### src/rtl/sseg_scan_decoder.sv
// Recovers the four digits shown on a multiplexed active-low 7-segment bus; capture lands SETTLE_CYCLES+3 cycles after the bus settles.
// Passive sampler (no backpressure). Define SSEG_DP_CAPTURE_EN to capture decimal points and decode seg[6:0] only.
module sseg_scan_decoder #(
   parameter int unsigned SETTLE_CYCLES  = 4,
   parameter int unsigned TIMEOUT_CYCLES = 131072
) (
   input  logic        clk,
   input  logic        reset,
   input  logic [3:0]  an,
   input  logic [7:0]  seg,
   output logic [15:0] digits,
   output logic [3:0]  digit_valid,
   output logic [3:0]  dp,
   output logic        frame_done,
   output logic        blank,
   output logic        pattern_err
);

   localparam int unsigned TW = $clog2(TIMEOUT_CYCLES + 1);
   localparam logic [TW-1:0] TIMEOUT_LAST = TW'(TIMEOUT_CYCLES - 1);
   localparam logic [7:0]    SETTLE_LAST  = 8'(SETTLE_CYCLES - 1);

   typedef enum logic [1:0] {
      IDLE    = 2'd0,
      SETTLE  = 2'd1,
      CAPTURE = 2'd2,
      HOLD    = 2'd3
   } state_t;

   state_t        state;
   logic [3:0]    an_s1, an_s2;
   logic [7:0]    seg_s1, seg_s2;
   logic [11:0]   samp_prev;
   logic [11:0]   samp_held;
   logic [7:0]    settle_cnt;
   logic [TW-1:0] idle_cnt;
   logic [1:0]    last_idx;
   logic          have_last;

   logic [11:0]   samp;
   logic          one_hot;
   logic [1:0]    idx;
   logic [3:0]    dec_val;
   logic          dec_digit;
   logic          dec_blank;
   logic          capture_go;

   assign samp = {an_s2, seg_s2};

   always_comb begin
      one_hot = 1'b0;
      idx     = 2'd0;
      case (an_s2)
         4'b1110: begin one_hot = 1'b1; idx = 2'd0; end
         4'b1101: begin one_hot = 1'b1; idx = 2'd1; end
         4'b1011: begin one_hot = 1'b1; idx = 2'd2; end
         4'b0111: begin one_hot = 1'b1; idx = 2'd3; end
         default: ;
      endcase
   end

   // dec_digit: a recognised glyph; dec_blank: all segments dark; neither means undecodable.
   always_comb begin
      dec_val   = 4'hF;
      dec_digit = 1'b1;
      dec_blank = 1'b0;
      case (seg_s2[6:0])
         7'h40: dec_val = 4'h0;
         7'h79: dec_val = 4'h1;
         7'h24: dec_val = 4'h2;
         7'h30: dec_val = 4'h3;
         7'h19: dec_val = 4'h4;
         7'h12: dec_val = 4'h5;
         7'h02: dec_val = 4'h6;
         7'h78: dec_val = 4'h7;
         7'h00: dec_val = 4'h8;
         7'h10: dec_val = 4'h9;
         7'h09: dec_val = 4'hE;
         7'h7F: begin
            dec_val   = 4'h0;
            dec_digit = 1'b0;
            dec_blank = 1'b1;
         end
         default: dec_digit = 1'b0;
      endcase
`ifndef SSEG_DP_CAPTURE_EN
      if (!seg_s2[7]) begin
         dec_val   = 4'hF;
         dec_digit = 1'b0;
         dec_blank = 1'b0;
      end
`endif
   end

   // Results are registered on entry to CAPTURE so they are visible during the CAPTURE cycle.
   assign capture_go = (state == SETTLE) && one_hot && (samp == samp_prev) &&
                       (settle_cnt == SETTLE_LAST);

   always_ff @(posedge clk or negedge reset) begin
      if (!reset) begin
         state       <= IDLE;
         an_s1       <= 4'hF;
         an_s2       <= 4'hF;
         seg_s1      <= 8'hFF;
         seg_s2      <= 8'hFF;
         samp_prev   <= 12'hFFF;
         samp_held   <= 12'hFFF;
         settle_cnt  <= 8'd0;
         idle_cnt    <= '0;
         last_idx    <= 2'd0;
         have_last   <= 1'b0;
         digits      <= 16'h0000;
         digit_valid <= 4'b0000;
         frame_done  <= 1'b0;
         blank       <= 1'b1;
         pattern_err <= 1'b0;
      end else begin
         an_s1      <= an;
         an_s2      <= an_s1;
         seg_s1     <= seg;
         seg_s2     <= seg_s1;
         samp_prev  <= samp;
         frame_done <= 1'b0;

         case (state)
            IDLE: begin
               if (one_hot) begin
                  state      <= SETTLE;
                  settle_cnt <= 8'd0;
                  idle_cnt   <= '0;
               end else if (idle_cnt != TIMEOUT_LAST) begin
                  idle_cnt <= idle_cnt + 1'b1;
               end else begin
                  blank       <= 1'b1;
                  digit_valid <= 4'b0000;
                  have_last   <= 1'b0;
               end
            end

            SETTLE: begin
               if (!one_hot) begin
                  state      <= IDLE;
                  settle_cnt <= 8'd0;
               end else if (samp != samp_prev) begin
                  settle_cnt <= 8'd0;
               end else if (capture_go) begin
                  state                  <= CAPTURE;
                  settle_cnt             <= 8'd0;
                  samp_held              <= samp;
                  digits[{idx, 2'b00} +: 4] <= dec_val;
                  digit_valid[idx]       <= dec_digit;
                  blank                  <= 1'b0;
                  frame_done             <= have_last && (idx <= last_idx);
                  last_idx               <= idx;
                  have_last              <= 1'b1;
                  if (!dec_digit && !dec_blank)
                     pattern_err <= 1'b1;
               end else begin
                  settle_cnt <= settle_cnt + 8'd1;
               end
            end

            CAPTURE: state <= HOLD;

            HOLD: begin
               // Compare against the captured sample so a change during CAPTURE is not lost.
               if (samp != samp_held) begin
                  state      <= one_hot ? SETTLE : IDLE;
                  settle_cnt <= 8'd0;
               end
            end

            default: state <= IDLE;
         endcase
      end
   end

`ifdef SSEG_DP_CAPTURE_EN
   logic [3:0] dp_q;

   always_ff @(posedge clk or negedge reset) begin
      if (!reset)
         dp_q <= 4'b0000;
      else if (capture_go)
         dp_q[idx] <= ~seg_s2[7];
   end

   assign dp = dp_q;
`else
   assign dp = 4'b0000;
`endif

endmodule

### config.mk
export PLATFORM = sky130hd
export DESIGN_NAME = sseg_scan_decoder
export DESIGN_NICKNAME = d
export VERILOG_FILES = /design/src/rtl/sseg_scan_decoder.sv
export SDC_FILE = /design/constraint.sdc
export NUM_CORES = 1
export LEC_CHECK = 0
export CAP_MARGIN = 20
export CORE_MARGIN = 2
export CORE_UTILIZATION = 60
export CTS_CLUSTER_SIZE = 25
export DETAILED_ROUTE_END_ITERATION = 10
export DONT_BUFFER_PORTS = 1
export PLACE_DENSITY_LB_ADDON = 0.2
export REMOVE_ABC_BUFFERS = 1
export SLEW_MARGIN = 5
export SYNTH_ARGS = -nofsm -noshare
export SYNTH_HDL_FRONTEND = slang
export SYNTH_SLANG_ARGS = --single-unit
export TNS_END_PERCENT = 10
### constraint.sdc
create_clock -name clk -period 2.4 [get_ports clk]
set_input_delay 0.48 -clock clk [delete_from_list [all_inputs] [get_ports clk]]
set_output_delay 0.48 -clock clk [all_outputs]
set_load 0.1 [all_outputs]
==> results of run 1 <==
power groups by stage:
| stage | clock, uW | combinational, uW | sequential [uW] |
|---|---|---|---|
| after floorplan | 0 | 176 | 1890 |
| after global placement | 0 | 218 | 1900 |
| after detailed placement | 0 | 227 | 1910 |
| after CTS | 1040 | 228 | 1880 |
| after global routing | 1110 | 268 | 1890 |
| final | 1020 | 240 | 1880 |
Yosys cell counts (3+ instances only):
cell type,n
buf_2,7
dfrtp_1,53
clkbuf_1,4
and4_1,3
a31o_2,3
mux2_2,13
xor2_1,21
buf_4,8
a21bo_2,3
buf_6,3
nor4_1,5
o21ai_0,14
a21o_1,4
and3_1,8
nor2_1,31
nand2_1,39
nor3_1,9
a21oi_1,10
xnor2_1,22
nor2b_1,3
nand2b_1,3
dfstp_2,49
nand4_1,11
ha_1,12
o2bb2ai_1,13
or3_1,5
nand3_1,20
inv_1,8
timing repair:
| action | in CTS | in global routing |
|---|---|---|
| hold endpoints to repair | 102 | 102 |
| setup buffers | 0 | 5 |
| resized for setup | 0 | 3 |
| endpoints found under the setup margin | 0 | 31 |
final timing paths:
kind,start,slack (ns),end
worst max-delay path,seg_s2[3],0.09,samp_held[11]
min in group clk,seg[0],0.09,seg_s1[0]
worst max register to register,seg_s2[3],0.09,samp_held[11]
worst min register to register,seg_s1[2],0.35,seg_s2[2]
worst min-delay path,reset,-0.21,idle_cnt[15]
max in group asynchronous,reset,2.36,samp_held[11]
worst register-to-register path, cell delays in order, from the launching register on:
cell     delay (ns)
dfstp_2        0.68
xor2_1         0.14
nor4_2         0.35
and3_1         0.22
and4_1         0.28
buf_4          0.22
mux2_2         0.35
logic make-up after synthesis:
kind of cell	share of synthesized area (%)
AND/OR/NAND/NOR	16.8
flip-flops	54.0
AO/OA/AOI/OAI	11.3
XOR/XNOR	7.79
buffers and inverters	3.67
multiplexers	3.23
adder cells (fa/ha/maj)	3.10
other	0.0775
flip-flops by register name, summed over array words and instances (netlist names), 2 cells and up, named ones only:
signal / count
idle_cnt: 18
digits: 16
samp_prev: 12
digit_valid: 4
samp_held: 12
an_s2: 4
seg_s2: 8
settle_cnt: 8
last_idx: 2
seg_s1: 8
an_s1: 4
layer usage:
metal	routed length, um	track usage, %
met5	0	0
met4	117	8.09
met3	331	5.38
met2	4450	36.2
met1	4180	30.1
per-stage QoR:
stage | total power (uW) | hold slack [ns] | setup slack (ns) | area, um2
after floorplan | 2070 | 0.184 | -0.0963 | 4700
after global placement | 2120 | 0.188 | 0.187 | 5090
after detailed placement | 2130 | 0.188 | 0.0581 | 5090
after CTS | 3150 | -0.224 | 0.0227 | 5270
after global routing | 3260 | -0.239 | -0.0290 | 5320
final | 3130 | -0.206 | 0.0853 | 5320
final cells by class:
class	instances	share of cell area [%]
clock inverter	7	1.08
sequential	102	49.1
multi-input combinational	299	38.9
clock buffer	9	2.33
inverter	8	0.564
tap	102	2.40
timing repair buffer	38	5.59
==> flow_results.org, run 1 <==
** Drt
- 1st-iter DRT viols :: approximately 170
- After detailed routing, the average wire length per cell comes to 16.1 um.
- Number of detailed-route iterations in the first pass :: 5
- Detailed routing inserted a total of 3215 vias.
- After detailed routing, the number of remaining DRC violations is 0.
- The routed design has 9080 um of wire.
- Post-route ant nets :: 0
- After detailed routing, the number of vias per cell comes to around 5.7.

** Clock network
- TritonCTS buffer count :: 9
- For the worst-skew pair, the clock arrives at the later sink with an insertion delay of ~0.38 ns.
- Clock-pin slew was measured on the worst setup and hold paths at 0.11 ns.
- Clock tree from TritonCTS :: yes
- CTS sink cnt :: 102
- In this run the number of H-tree levels came out at 3.
- The tree is rooted in a clkbuf_8.
- Counting along the longest clock path gives a buffer depth of 2.

** Worst setup path
- Among cell families on the critical path, the largest total delay comes from simple AND/OR/NAND/NOR gates.
- Number of logic stages on the critical path including buffering :: 6
- Arr. time, crit path :: roughly 2.6 ns
- The setup path with the least slack is of type flop to flop.
- Critical path fanouts, max :: 13
- Together, buffers and inverters on the worst path number 1.
- Req. time, crit path :: 2.70 ns
- Stage delay of the slowest cell on the critical path :: 0.68 ns
- The worst setup path is captured at a flop.
- For this design, the slowest cell found on the critical path is dfstp_2.
- STA classifies the critical path startpoint as a flop.
- Cell-by-cell trace of the critical path :: xor2_1 -> nor4_2 -> and3_1 -> and4_1 -> buf_4 -> mux2_2
- R2R cell count :: 6

** Floorplanning
- Measured along the x axis, the die boundary spans 93.8 um.
- During I/O placement, the number of pins put on the boundary was 41.
- Once the floorplan was initialized, standard cells occupied 62.3% of the core.
- Core Region :: about 0.0078 mm2
- From bottom edge to top edge, the die measures 93.8 um.
- Number of standard-cell rows in the floorplan :: 32
- The die covers around 0.0088 mm2.

** Timing
- The clock arrives with 0.0114 ns of skew.
- Timing would allow up to 0.432 GHz.
- Subtracting the final worst setup slack from the clock period gives 2.31 ns.
- Headroom to the max-slew limit came out at around two fifths.
- Fin Hold WS :: -0.206 ns
- The total count of hold-check failures in the final report is between 70 and 80.
- Share of the clock period used by the worst path :: between 90% and 100%
- For the pin with the worst max-slew slack, the measured transition is 0.925 ns.
- Setup violations remaining at the end of the flow were counted as 0.
- After routing, the total negative slack on setup checks comes to 0 ns.
- The number of pins with negative max-slew slack in the final report came to 0.

** GRT
- The first global-routing pass estimated 15400 um of wire.
- Summed over all layers, the global routing overflow is 0.
- Global routing used a little under a quarter of the available tracks.
- Entering global routing, the biggest net connects 103 pins.
- The initial antenna violation count was 0.
- Via count of the first global-routing pass :: 3209

** Yosys
- Number of different library cells in the post-synthesis netlist :: 67
- Number of storage elements in the synthesis netlist :: between 100 and 150
- Of the post-synthesis cell area, the dominant cell type holds between 20% and 30%.
- Cell accounting for the most synthesized area :: dfrtp_1
- Sequential area share after synthesis :: a little over half
- Number of standard cells after synthesis :: roughly 430
- Largest cells by area after synthesis :: dfrtp_1, dfstp_2, xnor2_1
- During synthesis, Yosys emitted a total of 0 warnings.
- Synthesized area :: 0.00484 mm2
- Number of enable-type register cells in the synthesized netlist :: 0
- Counting flops with an async set or reset pin after synthesis yields a share of 100%.
- The most used flip-flop cell after synthesis is dfrtp_1.
- A synthesized cell averages 11.3 um2.

** Placement
- Post-DP HPWL :: 6230 um
- Number of buffers inserted by port buffering :: 0
- Cell count after placement :: 544
- GP Congestion :: 0.801

** Power
- Net Sw Power :: approximately 850 uW
- Dividing total power by cell area gives a power density of between 500 and 600 mW/mm2.
- The internal portion of the total power is around 2300 uW.
- Of the total power, combinational logic draws 7.6%.
- Largest voltage drop on the vdd net :: 0.414 mV
- Of the total power, registers draw around 60%.
- Sw frac :: 27.0%
- Static leakage :: about 0.0023 uW
- The clock network accounts for between 30% and 40% of the total power.

** Worst hold path
- Min-delay worst type :: input port to asynchronous set/reset pin

** Cells and area
- Counting the fill cells in the layout gives approximately 570.
- The top cell types in the final layout, fill and taps aside, are dfrtp_1, dfstp_2, nand2_1, buf_4, nor2_1.
- At the end of the flow the core is filled with cells to 68.5%.
- Once layout is complete, the cells apart from fillers number 565.
- Cells with a size suffix above 1 make up 29.8% of the layout.
- The repair_antennas step left the layout with diodes totalling 0.
- The multi-input combinational cells in the finished layout cover a total of 0.00207 mm2.
- P&R area growth vs syn :: 10.0%
- Final layout net count :: ~480
- Sequential cell area :: 0.00261 mm2
- Most common cell after layout, fill and taps aside :: dfrtp_1

** Run status
- Violated checks :: negative hold slack
- Status :: complete, but fails checks

** Flow run
- Across the run, the number of max-cap violations was 0.
Note: power is estimated with default switching activity, not from simulation.
==> inputs of run 2 (changes only) <==
- GPL_TIMING_DRIVEN: unset -> 1
==> results of run 2 <==
The final DEF is identical to that of run 1; final timing and power are the same.
==> inputs of run 3 (changes only) <==
- CORE_ASPECT_RATIO: unset -> 0.9
- PLACE_DENSITY: unset -> 0.81
- PLACE_DENSITY_LB_ADDON: 0.2 -> unset
- RECOVER_POWER: unset -> 100
==> flow_results.org, run 3 (same netlist as run 1, synthesis figures left out) <==
** Clock network
- H-tree depth :: 3
- Clock-pin slew was measured on the worst setup and hold paths at approximately 0.10 ns.
- The clock net in this run drives a total of about 100 sinks.
- Buffers inserted during clock tree synthesis total 9.
- TritonCTS built the clock tree.
- In this run the deepest clock path goes through 2 buffers.
- CTS placed an instance of clkbuf_8 at the clock tree root.
- The clock reaches the later pin of the worst-skew pair after 0.37 ns.

** Timing
- Final setup violation count :: 0
- Final period demand of the worst path :: 2.33 ns
- The number of pins with negative max-slew slack in the final report came to 0.
- Achievable Freq :: between 0.4 and 0.5 GHz
- Worst slew margin relative to its limit :: about a fifth
- The clock arrives with 0.0117 ns of skew.
- Hold timing on the final database bottoms out at a slack of -0.191 ns.
- The total count of hold-check failures in the final report came to 69.
- Slew @ Worst Pin :: 1.21 ns
- The final critical path takes up 97.3% of the cycle.

** Floorplanning
- The core region is just under 0.008 mm2.
- Row generation in the floorplan step produced 31 rows.
- Die footprint :: 0.00880 mm2
- Width of the die :: roughly 99 um
- The die is 89.2 um tall.
- For this configuration, the core starts out at a cell density of between 60 and 70%.
- During I/O placement, the number of pins put on the boundary was 41.

** GRT
- Global routing consumed, over all layers together, 21.2% of the routing resources.
- The first global-routing pass estimated 14600 um of wire.
- Via count of the first global-routing pass :: 3108
- The initial antenna violation count came to 0.
- Largest net degree at the start of global routing :: 103
- Remaining global-route overflow :: 0

** Drt
- The first TritonRoute pass finished after 4 iterations.
- The detail route stage leaves a number of antenna-violating nets equal to 0.
- Final routed wirelength across all metal layers :: 9060 um
- # DRC :: 0
- Detailed routing inserted a total of 3274 vias.
- 1st-iter DRT viols :: 129
- Detailed-route wire length per cell :: 16.1 um
- Post-detailed-route via-to-cell ratio :: between 5 and 6

** Worst setup path
- Critical path launch point type :: flop
- Arr. time, crit path :: 2.58 ns
- At the worst endpoint, the required time is 2.64 ns.
- The worst setup path is captured at a flop.
- The worst register-to-register path begins at seg_s2[2].
- The most critical setup path has its startpoint at seg_s2[2].
- Critical path class :: flop to flop
- Critical path fanouts, max :: 7

** Cells and area
- Leaving out fill and tap cells, the most frequent cell in the layout is dfrtp_1.
- Largest registers :: idle_cnt x18, digits x16
- Cells with a size suffix above 1 make up roughly 27% of the layout.
- The register with the most flip-flops in the layout has 18 of them.
- Final layout net count :: 486
- Non-Filler Cell Area, Final :: 0.00526 mm2
- From synthesis to final layout, the design area changed by 8.64%.
- The repair_antennas step left the layout with diodes totalling 0.
- Ranked by flip-flop count, first place goes to idle_cnt.
- Top library cells by usage in the layout, fill and taps aside :: dfrtp_1, dfstp_2, nand2_1, nor2_1, xnor2_1
- The finished layout holds 564 standard cells, fillers aside.

** Power
- Static leakage :: 0.00227 uW
- Power density over the cells :: between 500 and 600 mW/mm2
- Largest voltage drop on the vdd net :: ~0.5 mV

** Worst hold path
- The worst hold path belongs to the class input port to asynchronous set/reset pin.

** Run status
- Violated checks :: negative hold slack
- The run finished, with violations left.

** Placement
- The number of placed instances, taps included, is 540.
- Number of buffers inserted by port buffering :: 0
- GP Congestion :: roughly 0.82
- Once placement finished, the instance area stood at 0.00508 mm2.
- Summed over all nets, the half-perimeter wirelength after detailed placement is 6310 um.

** Flow run
- Max-cap check violation count :: 0
-- run 3: metrics by stage --
stage	utilization (%)	setup WS [ns]	total power, uW	hold WS [ns]	setup TNS [ns]
2_1_floorplan	-	-0.0963	2070	0.184	-1.93
3_3_place_gp	63.9	0.192	2120	0.191	0
3_5_place_dp	63.9	0.130	2130	0.186	0
4_1_cts	66.1	0.120	3140	-0.218	0
5_1_grt	66.1	-0.0213	3270	-0.236	-0.0343
6_report	66.1	0.0657	3120	-0.191	0
-- run 3: power breakdown --
group / switching [uW] / leakage (uW) / internal, uW / total (uW)
registers: 69.2 / 0.00125 / 1810 / 1880
clock network: 610 / 0.0000901 / 397 / 1010
logic: 148 / 0.000931 / 90.6 / 238
-- run 3: layout make-up --
| cell class | count | area (um2) |
|---|---|---|
| inverter | 8 | 30.0 |
| multi-input combinational | 299 | 2060 |
| clock buffer | 10 | 128 |
| timing repair buffer | 40 | 244 |
| fill | 585 | 2700 |
| clock inverter | 6 | 51.3 |
| sequential | 102 | 2620 |
| tap | 99 | 124 |
-- run 3: layer usage --
| metal | global-route usage (%) | up-vias | share of wire, % |
|---|---|---|---|
| met3 | 5.47 | 15 | 4.8 |
| met5 | 0 | - | 0 |
| li1 | - | 1558 | - |
| met2 | 35.0 | 84 | 49 |
| met1 | 28.4 | 1617 | 44 |
| met4 | 5.98 | 0 | 2.1 |
-- run 3: what timing repair did --
action,CTS,global route
setup endpoints to repair,0,13
gates resized for setup,0,3
buffers inserted,0,8
hold endpoints to repair,102,102
-- run 3: final timing paths --
kind / endpoint / slack, ns / cells past startpoint
max: digits[0] / 0.07 / 7
min: idle_cnt[2] / -0.19 / 0
max reg2reg: digits[0] / 0.07 / 7
min reg2reg: an_s2[2] / 0.36 / 0
max in group asynchronous: samp_prev[5] / 2.36 / 0
min in group clk: an_s1[0] / 0.10 / 0
-- run 3: worst max-delay path, stage by stage, from the launching register on --
cell and delay [ns]:
dfstp_1 0.46, buf_4 0.19, nor4_1 0.52, nand4_1 0.16, o21a_1 0.18, a31o_4 0.27
a211oi_4 0.31, o21ai_1 0.12
